## config.mk

```make
export PLATFORM = sky130hd
export DESIGN_NAME = cache_line_arbiter
export DESIGN_NICKNAME = d
export VERILOG_FILES = /design/src/rtl/cache_line_arbiter.sv
export SDC_FILE = /design/constraint.sdc
export NUM_CORES = 1
export LEC_CHECK = 0
export ABC_AREA = 1
export ABC_CLOCK_PERIOD_IN_PS = 2950
export CAP_MARGIN = 15
export CORE_AREA = 2 2 560 562
export DETAILED_ROUTE_END_ITERATION = 10
export DIE_AREA = 0 0 562 564
export PLACE_DENSITY_LB_ADDON = 0.25
export SYNTH_ARGS = -nofsm -noshare
export SYNTH_HDL_FRONTEND = slang
export SYNTH_SLANG_ARGS = --single-unit
```

## constraint.sdc

```tcl
create_clock -name clk -period 2.95 [get_ports clk]
set_clock_uncertainty 0.15 [all_clocks]
set_input_delay 0.59 -clock clk [delete_from_list [all_inputs] [get_ports clk]]
set_output_delay 0.59 -clock clk [all_outputs]
set_load 0.02 [all_outputs]
```

## src/rtl/cache_line_arbiter.sv

```systemverilog
// cache_line_arbiter: round-robin I/D cacheline arbiter onto a single registered memory port
module cache_line_arbiter #(
  parameter int s_offset = 5,
  parameter int CNT_WIDTH = 16
) (
  input  logic                 clk,
  input  logic                 rst,
  input  logic [31:0]          imem_address,
  input  logic                 imem_read,
  output logic [255:0]         imem_rdata,
  output logic                 imem_resp,
  input  logic [31:0]          dmem_address,
  input  logic                 dmem_read,
  input  logic                 dmem_write,
  input  logic [255:0]         dmem_wdata,
  output logic [255:0]         dmem_rdata,
  output logic                 dmem_resp,
  output logic [31:0]          pmem_address,
  output logic                 pmem_read,
  output logic                 pmem_write,
  output logic [255:0]         pmem_wdata,
  input  logic [255:0]         pmem_rdata,
  input  logic                 pmem_resp,
  output logic                 arbiter_idle,
  output logic [CNT_WIDTH-1:0] i_grant_count,
  output logic [CNT_WIDTH-1:0] d_grant_count
);
  typedef enum logic [1:0] {IDLE, SERVE_I, SERVE_D, DONE} state_t;
  state_t state, state_next;
  logic last_d, op_write, i_req, d_req, grant_i, grant_d;
  always_comb begin
    i_req = imem_read;
    d_req = dmem_read | dmem_write;
    grant_i = state == IDLE && i_req && !(d_req && !last_d);
    grant_d = state == IDLE && d_req && !grant_i;
    state_next = grant_i ? SERVE_I :
                 grant_d ? SERVE_D :
                 state == DONE ? IDLE :
                 (state == SERVE_I || state == SERVE_D) && pmem_resp ? DONE : state;
    pmem_read = state == SERVE_I || (state == SERVE_D && !op_write);
    pmem_write = state == SERVE_D && op_write;
    imem_resp = state == SERVE_I && pmem_resp;
    dmem_resp = state == SERVE_D && pmem_resp;
    imem_rdata = pmem_rdata;
    dmem_rdata = pmem_rdata;
    arbiter_idle = state == IDLE && !i_req && !d_req;
  end
  always_ff @(posedge clk) begin
    if (rst) begin
      state <= IDLE;
      last_d <= 1'b1;
      op_write <= 1'b0;
      pmem_address <= '0;
      pmem_wdata <= '0;
      i_grant_count <= '0;
      d_grant_count <= '0;
    end else begin
      state <= state_next;
      if (grant_i || grant_d) begin
        pmem_address <= {grant_i ? imem_address[31:s_offset] : dmem_address[31:s_offset], s_offset'(1'b0)};
        last_d <= grant_d;
      end
      if (grant_d) begin
        pmem_wdata <= dmem_wdata;
        op_write <= dmem_write;
      end
      if (grant_i) i_grant_count <= i_grant_count + CNT_WIDTH'(i_grant_count != '1);
      if (grant_d) d_grant_count <= d_grant_count + CNT_WIDTH'(d_grant_count != '1);
    end
  end
endmodule

```

## After elaboration in Yosys (flattened, before gate mapping)

Index checks and enable logic that the tools add are counted.

| word-level totals | value |
|---|---|
| register bits after elaboration | 319 |
| bits of input ports | 582 |
| output and inout port bits | 837 |
| word-level logic and storage cells | 46 |

| cells by class | value |
|---|---|
| add/sub/neg operators | 2 |
| equality and inequality tests | 5 |
| mux-type cells | 5 |
| bitwise gates (word level) | 1 |
| reductions and logical operators | 25 |

Operator list:

| kind | number |
|---|---|
| 16-bit by 1-bit adder with 16-bit output | 2 |
| 16-bit inequality test (second input constant) | 2 |
| 27-bit two-way mux | 1 |
| 1-bit logical AND | 12 |
| 1-bit zero test | 6 |
| 2-bit two-way mux | 3 |
| 2-bit == test (second input constant) | 2 |
| 4-bit nonzero test | 1 |
| 1-bit logical OR | 3 |
| 3-bit nonzero test | 1 |
| 2-bit by 1-bit == test with 1-bit output (second input constant) | 1 |
| 2-bit zero test | 1 |
| 2-bit OR reduction | 1 |
| 1-bit two-way mux | 1 |
| 1-bit OR | 1 |

## Logic depth before layout (Yosys ltp)

| logic depth | value |
|---|---|
| depth in word-level cells | 8 |
| depth in mapped cells | 13 |
| gate-level depth less buffers | 13 |

## Least setup slack after synthesis

OpenSTA, ideal clock, no wires.

| path | value |
|---|---|
| path type | reg2reg |
| start | reg i_grant_count[0] |
| end | reg i_grant_count[10] |
| library setup time | 0.115 ns |
| arrival | 1.850 ns |
| data required time | 2.685 ns |
| slack | 0.835 ns |
| stages on the path, launching flop included | 12 |
| buffers on the path | 0 |
| clock period less this slack | 2.115 ns |
| cells stage by stage | dfxtp_1 > nand2_1 > nor4_1 > nand4_1 > ha_1 > ha_1 > inv_1 > nor2_1 > nand3_1 > nor2_1 > a21oi_1 > nor2_1 |

| on the way | value |
|---|---|
| cells in the longest elaborated chain, start to end | 2 |

Ends and longest elaborated chain:

| what | line | RTL |
|---|---|---|
| start, declared | 25 | `output logic [CNT_WIDTH-1:0] i_grant_count,` |
| start signal, assigned | 67 | `if (grant_i) i_grant_count <= i_grant_count + CNT_WIDTH'(i_grant_count != '1);` |
| 16-bit inequality test | 67 |  |
| 16-bit by 1-bit adder with 16-bit output (*) | 67 |  |

Every way passes the cells marked *; elsewhere a longest branch is shown, timed or not.
A chain may end at the register's enable or synchronous reset.

## Worst setup path in the final report

| path | value |
|---|---|
| start | reg pmem_wdata[208] |
| end | out pmem_wdata[208] |

RTL lines:

| what | line | RTL |
|---|---|---|
| start, declared | 21 | `output logic [255:0] pmem_wdata,` |
| start signal, assigned | 64 | `pmem_wdata <= dmem_wdata;` |

No word-level cell between the ends.

==> impl_metrics.py <==
metrics = {
    "status": {
        "outcome": "finished clean",
    },
    "synth": {
        "synth.distinct_cells": 32,
        "synth_seq_cells": 319,
        "synth_sequential_area_ratio": 0.402,
        "syn-instance-count": 2119,
        "synthesis.yosys.warnings": 0,
        "syn-mean-instance-area_um2": 7.50,
        "syn_area_um2": 15900,
    },
    "cts": {
        "clk_transition_reported_paths_ns": 0.05,
        "cts_inserted_buffers": 49,
        "cts_max_path_buffers": 3,
        "clock-sinks": 319,
        "cts.htree.levels": 2,
        "clock_insertion_delay_at_the_later_pin_of_the_skew_report_ns": 0.70,
        "cts_root_buffer": "clkbuf_16",
        "tritoncts": "done",
    },
    "worst_setup_path": {
        "required_ns": 2.21,
        "critPathLaunchType": "flop",
        "crit_path_max_fanout": 2,
        "timing.critical_path.buf_inv": 1,
        "critical_path.cell_chain": "clkdlybuf4s50_1",
        "cpMaxStageDelayCell": "clkdlybuf4s50_1",
        "worst_path_dominant_cell_family": "buffers and inverters",
        "cpPeakStageDelay_ns": 1.01,
        "critPathCaptureType": "output port",
        "worstPathArrival_ns": 2.03,
        "worstSetupPathType": "flop to output port",
    },
    "global_routing": {
        "overflow": 0,
        "groute.usage.overall": 0.0754,
        "grt.met3_usage": 0.0785,
        "maximum_number_of_pins_on_one_net_before_global_route_repair": 82,
        "grt_util_met2": 0.0996,
        "antenna_found_initial": 20,
        "grt_first_pass_wirelength_um": 155000,
        "groute.layer.met1.usage": 0.0707,
        "busiest_layer": "met2",
        "first_global_vias": 14200,
    },
    "floorplanning": {
        "floorplan.core_area_um2": 311000,
        "die_h_um": 564,
        "pin_count": 1419,
        "die-width_um": 562,
        "floorplan.initialDensity": 0.0511,
        "std_cell_rows": 205,
        "die_outline_area_um2": 317000,
    },
    "timing": {
        "slew_of_the_pin_with_the_lowest_slew_margin_ns": 0.810,
        "setup_violations": 0,
        "min_period_ns": 2.77,
        "grt_setup_unrepaired": "no",
        "post_route_clock_period_utilization": 0.938,
        "maximum_achievable_frequency_ghz": 0.361,
        "setup-tns-final_ns": 0,
        "timing.final.hold_violations": 0,
        "timing.final.max_slew_violations": 0,
        "worst_slew_margin_rel": 0.458,
    },
    "finish": {
        "area_taken_by_flip_flops_and_latches_um2": 6390,
        "layout.cells.most_common": "clkdlybuf4s50_1",
        "finish.instance_area_um2": 25700,
        "final_cell_mix": "clkdlybuf4s50_1 (623), nor2_1 (576), dfxtp_1 (319), o21ai_1 (186), nand2_1 (138)",
        "fin_nets": 2863,
        "drive_gt1_frac": 0.0812,
        "multi_input_area_um2": 4990,
        "fin_util": 0.0827,
        "syn_to_final_growth_pct": 61.7,
        "nFillCells": 36400,
    },
    "placement": {
        "gp_congestion": 0.768,
        "detailedPlacementHpwl_um": 105000,
        "buffer_ports.inserted": 635,
        "detailed_place.area_um2": 24000,
    },
    "flow_run": {
        "cap_viol_max_count": 0,
    },
    "route": {
        "vias_per_cell": 2.19,
        "wirelength_um": 125000,
        "detail_route.wl_per_cell_um": 19.4,
        "total_number_of_vias": 14100,
        "post-route-drc-count": 0,
        "drt_pass1_iterations": 5,
        "drt_first_iter_violations": 723,
        "ant_nets": 0,
    },
    "power": {
        "powerDensity_nw_per_um2": 1020,
        "max-vdd-ir-drop_v": 0.000421,
        "power_leakage_nw": 8.56,
    },
    "worst_hold_path": {
        "timing.hold.worst.class": "flop to flop",
    },
}
-- Yosys cell counts, drive strengths merged --
library cell / count / share of area
conb: 1 / 0.00024
nor4: 1 / 0.00039
nand2: 142 / 0.035
clkbuf: 53 / 0.013
a21oi: 20 / 0.0072
nor2: 577 / 0.14
xnor2: 3 / 0.0017
ha: 11 / 0.0087
xor2: 2 / 0.0011
nand4: 5 / 0.0020
o211ai: 28 / 0.013
o21bai: 2 / 0.00094
buf: 568 / 0.26
nor3: 2 / 0.00063
o21ai: 269 / 0.085
dfxtp: 319 / 0.40
nand3: 46 / 0.014
and3: 3 / 0.0012
nor3b: 2 / 0.00094
nand3b: 4 / 0.0019
o21a: 1 / 0.00047
inv: 60 / 0.014
-- report_power, final --
| group | total [mW] | internal (mW) | switching [mW] | leakage (nW) |
|---|---|---|---|---|
| combinational | 13.1 | 4.99 | 8.08 | 5.11 |
| clock | 6.28 | 3.72 | 2.56 | 0.818 |
| sequential | 6.94 | 5.91 | 1.03 | 2.64 |
-- registers in the layout, summed over array words and instances, names as in the netlist --
name           count
pmem_wdata       256
pmem_address      27
d_grant_count     16
i_grant_count     16
state              2
last_d             1
op_write           1
-- path summary, 6_finish.rpt --
| kind | startpoint | end | slack [ns] | cells after the start |
|---|---|---|---|---|
| max | pmem_wdata[208]$_SDFFE_PP0P_ | pmem_wdata[208] | 0.18 | 1 |
| min | pmem_wdata[110]$_SDFFE_PP0P_ | pmem_wdata[110]$_SDFFE_PP0P_ | 0.33 | 2 |
| max reg2reg | i_grant_count[1]$_SDFFE_PP0N_ | i_grant_count[10]$_SDFFE_PP0N_ | 0.55 | 11 |
| min reg2reg | pmem_wdata[110]$_SDFFE_PP0P_ | pmem_wdata[110]$_SDFFE_PP0P_ | 0.33 | 2 |
-- worst register-to-register path: stages (launching register included) --
cell	delay, ns
dfxtp_1	0.45
nand2_1	0.08
nor4_1	0.33
nand4_1	0.19
ha_1	0.25
ha_1	0.20
inv_1	0.08
nor2_1	0.09
nand3_1	0.18
nor2_1	0.09
a21oi_1	0.13
nor2_1	0.05
-- repair_timing --
action / in CTS / in global routing
hold buffers: 0 / 0
setup buffers: 0 / 0
gates resized for setup: 5 / 1
setup endpoints to repair: 2 / 1
-- kinds of logic (layout without fill, tap and decap cells) --
| logic type | count (synthesis) | in the layout | synth area share |
|---|---|---|---|
| other | 1 | 7 | 0.000236 |
| DFF | 319 | 319 | 0.402 |
| AOI/OAI and AO/OA | 320 | 320 | 0.107 |
| adders and majority gates | 11 | 11 | 0.00866 |
| buffers and inverters | 681 | 862 | 0.287 |
| and+or+nand+nor | 782 | 782 | 0.193 |
| xor gates and xnor gates | 5 | 5 | 0.00276 |
-- stage by stage --
| stage | instances | setup WS (ns) | power [mW] | hold slack [ns] |
|---|---|---|---|---|
| final | 6446 | 0.183 | 26.3 | 0.328 |
| after global routing | 6445 | 0.0491 | 28.4 | 0.285 |
| after CTS | 6444 | 0.0165 | 27.3 | 0.233 |
| after detailed placement | 6359 | 0.0734 | 20.6 | 0.323 |
| after global placement | 6359 | 0.0631 | 20.6 | 0.319 |
| after floorplan | 2123 | 0.835 | 13.5 | 0.362 |
-- layout make-up --
type	count	area share
diodes	2	0.000195
clock buffers	68	0.0560
clock inverters	17	0.00832
inverters	60	0.00905
multi-input cells	1123	0.194
flip-flops and latches	319	0.248
well taps	4140	0.202
repair buffers	717	0.282
-- metal layers --
layer	vias to the layer above	wire length (µm)
met4	8	7530
li1	6497	-
met3	391	28500
met2	966	47300
met1	6265	41700
met5	-	86
Note: power is estimated with default switching activity, not from simulation.
